## src/rtl/traffic_pkg.sv

```systemverilog
// traffic_pkg: phase enum, lamp encodings and phase/lamp helpers for the traffic sequencer
package traffic_pkg;
  typedef enum logic [2:0] {
    MAIN_GREEN,
    MAIN_YELLOW,
    ALLRED_A,
    SIDE_GREEN,
    SIDE_YELLOW,
    ALLRED_B
  } phase_t;
  localparam logic [2:0] LIGHT_RED    = 3'b100;
  localparam logic [2:0] LIGHT_YELLOW = 3'b010;
  localparam logic [2:0] LIGHT_GREEN  = 3'b001;
  function automatic phase_t next_phase(input phase_t p);
    return p == ALLRED_B ? MAIN_GREEN : phase_t'(p + 3'd1);
  endfunction
  function automatic logic [2:0] main_lamp(input phase_t p);
    return p == MAIN_GREEN ? LIGHT_GREEN : p == MAIN_YELLOW ? LIGHT_YELLOW : LIGHT_RED;
  endfunction
  function automatic logic [2:0] side_lamp(input phase_t p);
    return p == SIDE_GREEN ? LIGHT_GREEN : p == SIDE_YELLOW ? LIGHT_YELLOW : LIGHT_RED;
  endfunction
endpackage

```

## src/rtl/traffic_phase_fsm_phase_timer.sv

```systemverilog
// phase_timer: loadable down-counter; load has priority over dec, zero flags an expired phase
module phase_timer #(
  parameter int W = 7,
  parameter logic [W-1:0] RST_VAL = '0
) (
  input  logic         clk,
  input  logic         rst,
  input  logic         load,
  input  logic [W-1:0] load_val,
  input  logic         dec,
  output logic [W-1:0] count,
  output logic         zero
);
  always_ff @(posedge clk) begin
    if (rst) count <= RST_VAL;
    else if (load) count <= load_val;
    else if (dec) count <= count - W'(1);
  end
  assign zero = count == '0;
endmodule

```

## src/rtl/traffic_phase_fsm.sv

```systemverilog
// traffic_phase_fsm: two-road phase sequencer; TRAFFIC_PED_EN enables the pedestrian request path
module traffic_phase_fsm
  import traffic_pkg::*;
#(
  parameter int pMAIN_GREEN_SEC = 30,
  parameter int pSIDE_GREEN_SEC = 20,
  parameter int pYELLOW_SEC     = 3,
  parameter int pALLRED_SEC     = 1,
  parameter int pPED_SHORT_SEC  = 5,
  parameter int pCNT_W          = 7
) (
  input  logic              clk,
  input  logic              rst,
  input  logic              sec_tick,
  input  logic              ped_req,
  output logic              ped_ack,
  output logic              walk,
  output logic [2:0]        main_light,
  output logic [2:0]        side_light,
  output logic [pCNT_W-1:0] phase_remaining,
  output logic              phase_last
);
  localparam logic [pCNT_W-1:0] MG_M1 = pCNT_W'(pMAIN_GREEN_SEC - 1);
  localparam logic [pCNT_W-1:0] SG_M1 = pCNT_W'(pSIDE_GREEN_SEC - 1);
  localparam logic [pCNT_W-1:0] Y_M1  = pCNT_W'(pYELLOW_SEC - 1);
  localparam logic [pCNT_W-1:0] AR_M1 = pCNT_W'(pALLRED_SEC - 1);
  localparam logic [pCNT_W-1:0] PS_M1 = pCNT_W'(pPED_SHORT_SEC - 1);
  phase_t state, state_n;
  logic adv, load, dec, shorten;
  logic [pCNT_W-1:0] load_val;
  function automatic logic [pCNT_W-1:0] dur_m1(input phase_t p);
    return p == MAIN_GREEN ? MG_M1 : p == SIDE_GREEN ? SG_M1 :
           (p == MAIN_YELLOW || p == SIDE_YELLOW) ? Y_M1 : AR_M1;
  endfunction
  phase_timer #(.W(pCNT_W), .RST_VAL(AR_M1)) u_timer (
    .clk(clk),
    .rst(rst),
    .load(load),
    .load_val(load_val),
    .dec(dec),
    .count(phase_remaining),
    .zero(phase_last)
  );
  always_comb begin
    adv      = sec_tick & phase_last;
    state_n  = adv ? next_phase(state) : state;
    load     = adv | shorten;
    load_val = shorten ? PS_M1 : dur_m1(state_n);
    dec      = sec_tick & ~phase_last & ~shorten;
  end
  always_ff @(posedge clk) begin
    if (rst) begin
      state      <= ALLRED_B;
      main_light <= LIGHT_RED;
      side_light <= LIGHT_RED;
    end else begin
      state      <= state_n;
      main_light <= main_lamp(state_n);
      side_light <= side_lamp(state_n);
    end
  end
`ifdef TRAFFIC_PED_EN
  logic pend, enter_side;
  // the clamp only fires while the timer is above the cap, so it never lengthens green
  always_comb begin
    enter_side = adv && state == ALLRED_A;
    shorten    = pend && state == MAIN_GREEN && phase_remaining > PS_M1;
  end
  always_ff @(posedge clk) begin
    if (rst) begin
      pend    <= 1'b0;
      walk    <= 1'b0;
      ped_ack <= 1'b0;
    end else begin
      pend    <= ped_req | (pend & ~enter_side);
      walk    <= state_n == SIDE_GREEN && (enter_side ? pend : walk);
      ped_ack <= enter_side & pend;
    end
  end
`else
  logic unused_ped;
  assign unused_ped = ped_req;
  assign shorten    = 1'b0;
  assign walk       = 1'b0;
  assign ped_ack    = 1'b0;
`endif
endmodule

```

## config.mk

```make
export PLATFORM = sky130hd
export DESIGN_NAME = traffic_phase_fsm
export DESIGN_NICKNAME = d
export VERILOG_FILES = /design/src/rtl/traffic_pkg.sv /design/src/rtl/traffic_phase_fsm_phase_timer.sv /design/src/rtl/traffic_phase_fsm.sv
export SDC_FILE = /design/constraint.sdc
export NUM_CORES = 1
export LEC_CHECK = 0
export BUFFER_PORTS_ARGS = -buffer_cell sky130_fd_sc_hd__buf_2
export CAP_MARGIN = 40
export CORE_MARGIN = 5
export CORE_UTILIZATION = 50
export CTS_CLUSTER_SIZE = 14
export DETAILED_ROUTE_END_ITERATION = 7
export PLACE_DENSITY = 0.86
export SETUP_SLACK_MARGIN = 0.15
export SLEW_MARGIN = 25
export SYNTH_ARGS = -nofsm -noshare
export SYNTH_HDL_FRONTEND = slang
export SYNTH_SLANG_ARGS = --single-unit
```

## constraint.sdc

```tcl
create_clock -name clk -period 1.7 [get_ports clk]
set_input_delay 0 -clock clk [delete_from_list [all_inputs] [get_ports clk]]
set_output_delay 0 -clock clk [all_outputs]
set_load 0.1 [all_outputs]
```

==> impl_metrics.csv, run 1 <==
group,metric,value,unit
clock_network,cts_root_buf,"clkbuf_4",
layout,nets,120,
clock_network,h-tree-depth,1,
layout,layout-drive-gt1-share,45.1,%
synth,postSynthAreaPerCell,8.96,µm²
placed_design,hpwl,1340,µm
die,rows,14,
route,antenna_left,0,
synth,seq_area_frac_synth,39.3,%
hold_path,min_path_type,"input pin to register",
die,core,1520,µm²
worst_setup_path,path_class,"register to output port",
timing,holdWs,0.0635,ns
status,status,"completed",
die,die_h,50.4,µm
worst_setup_path,worst_setup_path_end_kind,"output port",
synth,synth_warnings,0,
synth,synth-main-ff-cell,"dfxtp_1",
synth,async_reset_ff_share,0,%
timing,min_period_over_period,92.7,%
synth,synth_edf_count,0,
global_routing,grt_pass1_vias,727,
synth,syn_area,816,µm²
job,cap_violations,0,
clock_network,cts_buffers,3,
synth,synth_area_leaders,"dfxtp_1, a21oi_1, buf_4",
route,drc_errors,0,
clock_network,clockBufferDepth,2,
timing,grt_setup_unrepaired,"true",
die,die_area,2540,µm²
global_routing,antenna_found_initial,0,
synth,synth.distinct_cells,34,
route,viasPerCell,5.89,
clock_network,clk_pin_slew,0.10,ns
clock_network,worstSkewPairLatency,0.30,ns
global_routing,grt_pass1_wl,3290,µm
synth,ys_top_cells_by_count,"dfxtp_1, nor2_1, nand2_1",
route,drt-wirelength-per-cell,16.0,µm
timing,max_freq,635,MHz
route,num_vias,760,
clock_network,cts.sinks,16,
synth,synth_cells,91,
layout,fillers,111,
global_routing,grt_max_degree,17,
timing,hold_viol,0,
worst_setup_path,critPathArrivalTime,1.58,ns
clock_network,cts_tree,"built",
route,drt-initial-drc-count,25,
placed_design,place.gp.congestion,0.847,
placed_design,io_buffer_count,16,
worst_setup_path,cp_data_required_time,1.70,ns
die,io_pins,20,
timing,clock_skew,0.00523,ns
layout,area_delta_synth_final,32.5,%
die,initial_core_util,53.5,%
global_routing,grt_overflow_total,0,
synth,yosysMostFrequentCell,"dfxtp_1",
layout,seq_area,342,µm²
die,die_w,50.4,µm
worst_setup_path,worstSetupStartpointType,"register",
layout,multi_input_area,500,µm²
layout,diodes,0,
synth,yosysTopAreaCellShare,39.3,%
route,drt-total-wl,2060,µm
timing,period_needed,1.58,ns
global_routing,grt_util_all_layers,16.5,%
synth,synth_seq_cells,16,
timing,finalSetupViolations,0,
route,first_pass_iters,4,
synth,yosys.area.top_type,"dfxtp_1",
worst_setup_path,crit_fanout,6,
timing,drv_slew,0,
critical path, stage by stage, from the launching register on:
cell and delay, ns:
dfxtp_4 0.37, inv_4 0.06, ha_4 0.12, nor4b_4 0.26, and2_4 0.27, buf_12 0.19
layout make-up:
| class | count | share of cell area (%) |
|---|---|---|
| inverter | 3 | 1.50 |
| tap | 16 | 1.85 |
| multi-input combinational | 65 | 46.3 |
| clock buffer | 4 | 3.36 |
| timing repair buffer | 25 | 15.4 |
| sequential | 16 | 31.6 |
placed cells by master (no fill, tap or decap), types with 2 or more instances in the layout:
master and count:
buf_2 15, nand2_1 9, nor2_1 9, dfxtp_1 9
a21oi_1 8, buf_4 8, dfxtp_4 5, nor3_1 3
clkbuf_4 3, inv_4 2, nand2b_1 2, mux2i_1 2
a21o_1 2, a221oi_2 2, a211oi_1 2, a31oi_1 2
conb_1 2, dfxtp_2 2
kinds of logic (layout without fill, tap and decap cells):
group | count (synthesis) | in the layout | synth area share, %
compound gates | 21 | 21 | 17.2
xor+xnor | 2 | 2 | 3.07
fa+ha+maj | 2 | 2 | 3.07
buf+inv | 11 | 32 | 7.67
flops | 16 | 16 | 39.3
mux | 2 | 2 | 2.45
other cells | 1 | 2 | 0.460
simple gates | 36 | 36 | 26.8
stage by stage:
stage	instance area, µm²	instances	worst slack [ns]	setup TNS, ns	utilization (%)
floorplan	922	92	-0.0515	-0.0515	-
global placement	996	119	0.201	0	65.4
detailed placement	996	119	0.171	0	65.4
CTS	1040	124	0.164	0	68.2
global route	1080	129	0.0557	0	70.9
finish	1080	129	0.124	0	70.9
flip-flops by register name, summed over array words and instances (netlist names):
signal and cells:
u_timer.count 7, main_light 3, side_light 3, state 3
path summary, 6_finish.rpt:
path,cells after the start,slack (ns),startpoint,to
setup reg to reg,7,0.16,u_timer.count[1],main_light[1]
hold / removal,2,0.06,rst,u_timer.count[0]
hold reg to reg,2,0.53,u_timer.count[2],u_timer.count[2]
setup / recovery,5,0.12,u_timer.count[1],phase_last
per-layer routing:
layer	share of wire (%)	GRT usage, %
met1	40	20.5
met2	52	27.0
met3	5.8	3.55
met4	2.3	8.09
met5	0	0
what timing repair did:
action	4_1_cts	5_1_grt
pin swaps	1	4
endpoints found under the setup margin	3	12
buffers inserted	1	5
gates resized for setup	0	1
hold buffers	0	0
Power of run 1 is left out: the tool's default activity adds up to more than one toggle a clock period on the data nets, which glitch-free logic cannot reach.
==> run 2, diff against run 1 <==
- CELL_PAD_IN_SITES_DETAIL_PLACEMENT: unset -> 1
- CELL_PAD_IN_SITES_GLOBAL_PLACEMENT: unset -> 1
- CORE_ASPECT_RATIO: unset -> 1.5
- CORE_UTILIZATION: 50 -> 37
==> run 2 against run 1 <==
  * Register-to-register slack lost 0.04 ns
  * Critical path type is now register to register
  * Fmax shrank 0.38%
  * Final cell count grew 4.7%
  * Utilization shrank 19 points
  * Clock skew is essentially flat
  * Via count shrank 1.1%
  * Design area shrank 0.12%
==> impl_metrics.csv, run 2 (synthesis gave the netlist of run 1 again) <==
group,metric,value,unit
die,initial_core_util,39.3,%
worst_setup_path,r2r_cells,6,
layout,nets,120,
hold_path,min_path_type,"input pin to register",
worst_setup_path,path_class,"register to register",
placed_design,place.gp.congestion,0.803,
worst_setup_path,rrSetupSlack,0.12,ns
route,viasPerCell,5.57,
die,io_pins,20,
placed_design,post_dp_cell_area,1010,µm²
timing,min_period_over_period,93.0,%
layout,regMostFlops,"u_timer.count",
clock_network,clockBufferDepth,2,
timing,clock_skew,0.00496,ns
clock_network,h-tree-depth,1,
layout,layout-drive-gt1-share,45.1,%
timing,layout_setup_ws,0.118,ns
layout,fillers,251,
route,drt-total-wl,2180,µm
timing,period_needed,1.58,ns
die,die_h,67.5,µm
layout,final_common_cell,"buf_2",
layout,diodes,0,
worst_setup_path,crit_buf_inv,1,
die,core,2080,µm²
timing,max_freq,632,MHz
worst_setup_path,crit_fanout,5,
placed_design,placed_cells,126,
status,status,"completed",
worst_setup_path,regToRegEndpoint,"u_timer.count[3]",
global_routing,antenna_found_initial,0,
worst_setup_path,worstSetupStartpointType,"register",
clock_network,cts_buffers,3,
global_routing,grt_pass1_wl,3610,µm
layout,area_delta_synth_final,32.4,%
global_routing,grt_pass1_vias,755,
worst_setup_path,cp_data_required_time,1.90,ns
layout,final_area,1080,µm²
global_routing,grt_overflow_total,0,
layout,final_cell_mix,"buf_2, nand2_1, nor2_1, dfxtp_1, buf_4",
worst_setup_path,cp_top_family,"simple AND/OR/NAND/NOR gates",
route,num_vias,752,
route,antenna_left,0,
placed_design,hpwl,1550,µm
placed_design,io_buffer_count,16,
hold_path,hold_start,"rst",
route,drt-wirelength-per-cell,16.1,µm
route,first_pass_iters,4,
placed_design,place_ws,0.132,ns
worst_setup_path,cp_cell_sequence,"inv_4 > ha_4 > nor4b_4 > and2_4 > nand4_4 > a221oi_2",
route,drc_errors,0,
layout,largest_register_ffs,7,
hold_path,worstHoldPathCells,2,
job,cap_violations,0,
worst_setup_path,slowest_delay,0.36,ns
worst_setup_path,worst_setup_path_end_kind,"register",
clock_network,worstSkewPairLatency,0.29,ns
hold_path,min_to,"u_timer.count[4]",
worst_setup_path,slowest_stage,"dfxtp_4",
timing,grt_setup_unrepaired,"true",
die,die_w,48.3,µm
die,die_area,3260,µm²
route,drt-initial-drc-count,18,
clock_network,hold_buffers,0,
timing,drv_slew,0,
clock_network,cts_tree,"built",
timing,hold_viol,0,
global_routing,grt_util_all_layers,14.3,%
worst_setup_path,critPathArrivalTime,1.78,ns
layout,fin_cells,135,
worst_setup_path,r2r_start,"u_timer.count[0]",
global_routing,grt_max_degree,17,
clock_network,clk_pin_slew,0.10,ns
clock_network,cts.sinks,16,
clock_network,cts_root_buf,"clkbuf_4",
timing,holdWs,0.0710,ns
die,rows,20,
timing,finalSetupViolations,0,
run 2: routing by layer:
metal	GRT usage [%]	vias to the layer above	wire length [µm]
met4	7.61	0	70
met2	26.0	21	1190
met5	0	-	0
met1	15.6	358	845
li1	-	367	-
met3	2.43	6	75
run 2: how the worst max path moves through the flow:
stage / startpoint / to / slack (ns) / cells past startpoint
floorplan: u_timer.count[0] / u_timer.count[3] / -0.05 / 7
global placement: u_timer.count[1] / u_timer.count[3] / 0.21 / 6
detailed placement: u_timer.count[1] / u_timer.count[3] / 0.13 / 6
CTS: u_timer.count[1] / phase_last / 0.14 / 5
global route: u_timer.count[1] / u_timer.count[3] / 0.009 / 6
finish: u_timer.count[0] / u_timer.count[3] / 0.12 / 6
run 2: metrics by stage:
stage                     TNS, ns  util [%]
final                           0      52.0
after global routing            0      52.0
after CTS                       0      51.0
after detailed placement        0      48.7
after global placement          0      48.7
after floorplan           -0.0515         -
run 2: final cells by class:
class,instances,area [µm²],area share [%]
multi-input cells,65,505,46.8
repair buffers,25,163,15.1
well taps,22,27.5,2.55
inverters,3,16.3,1.51
clock buffers,4,26.3,2.43
flip-flops and latches,16,342,31.6
run 2: repair_timing:
action / in CTS / in global routing
pin swaps: 3 / 2
endpoints found under the setup margin: 3 / 8
gates resized for setup: 0 / 1
buffers inserted: 3 / 2
Power of run 2 is left out for the same reason.
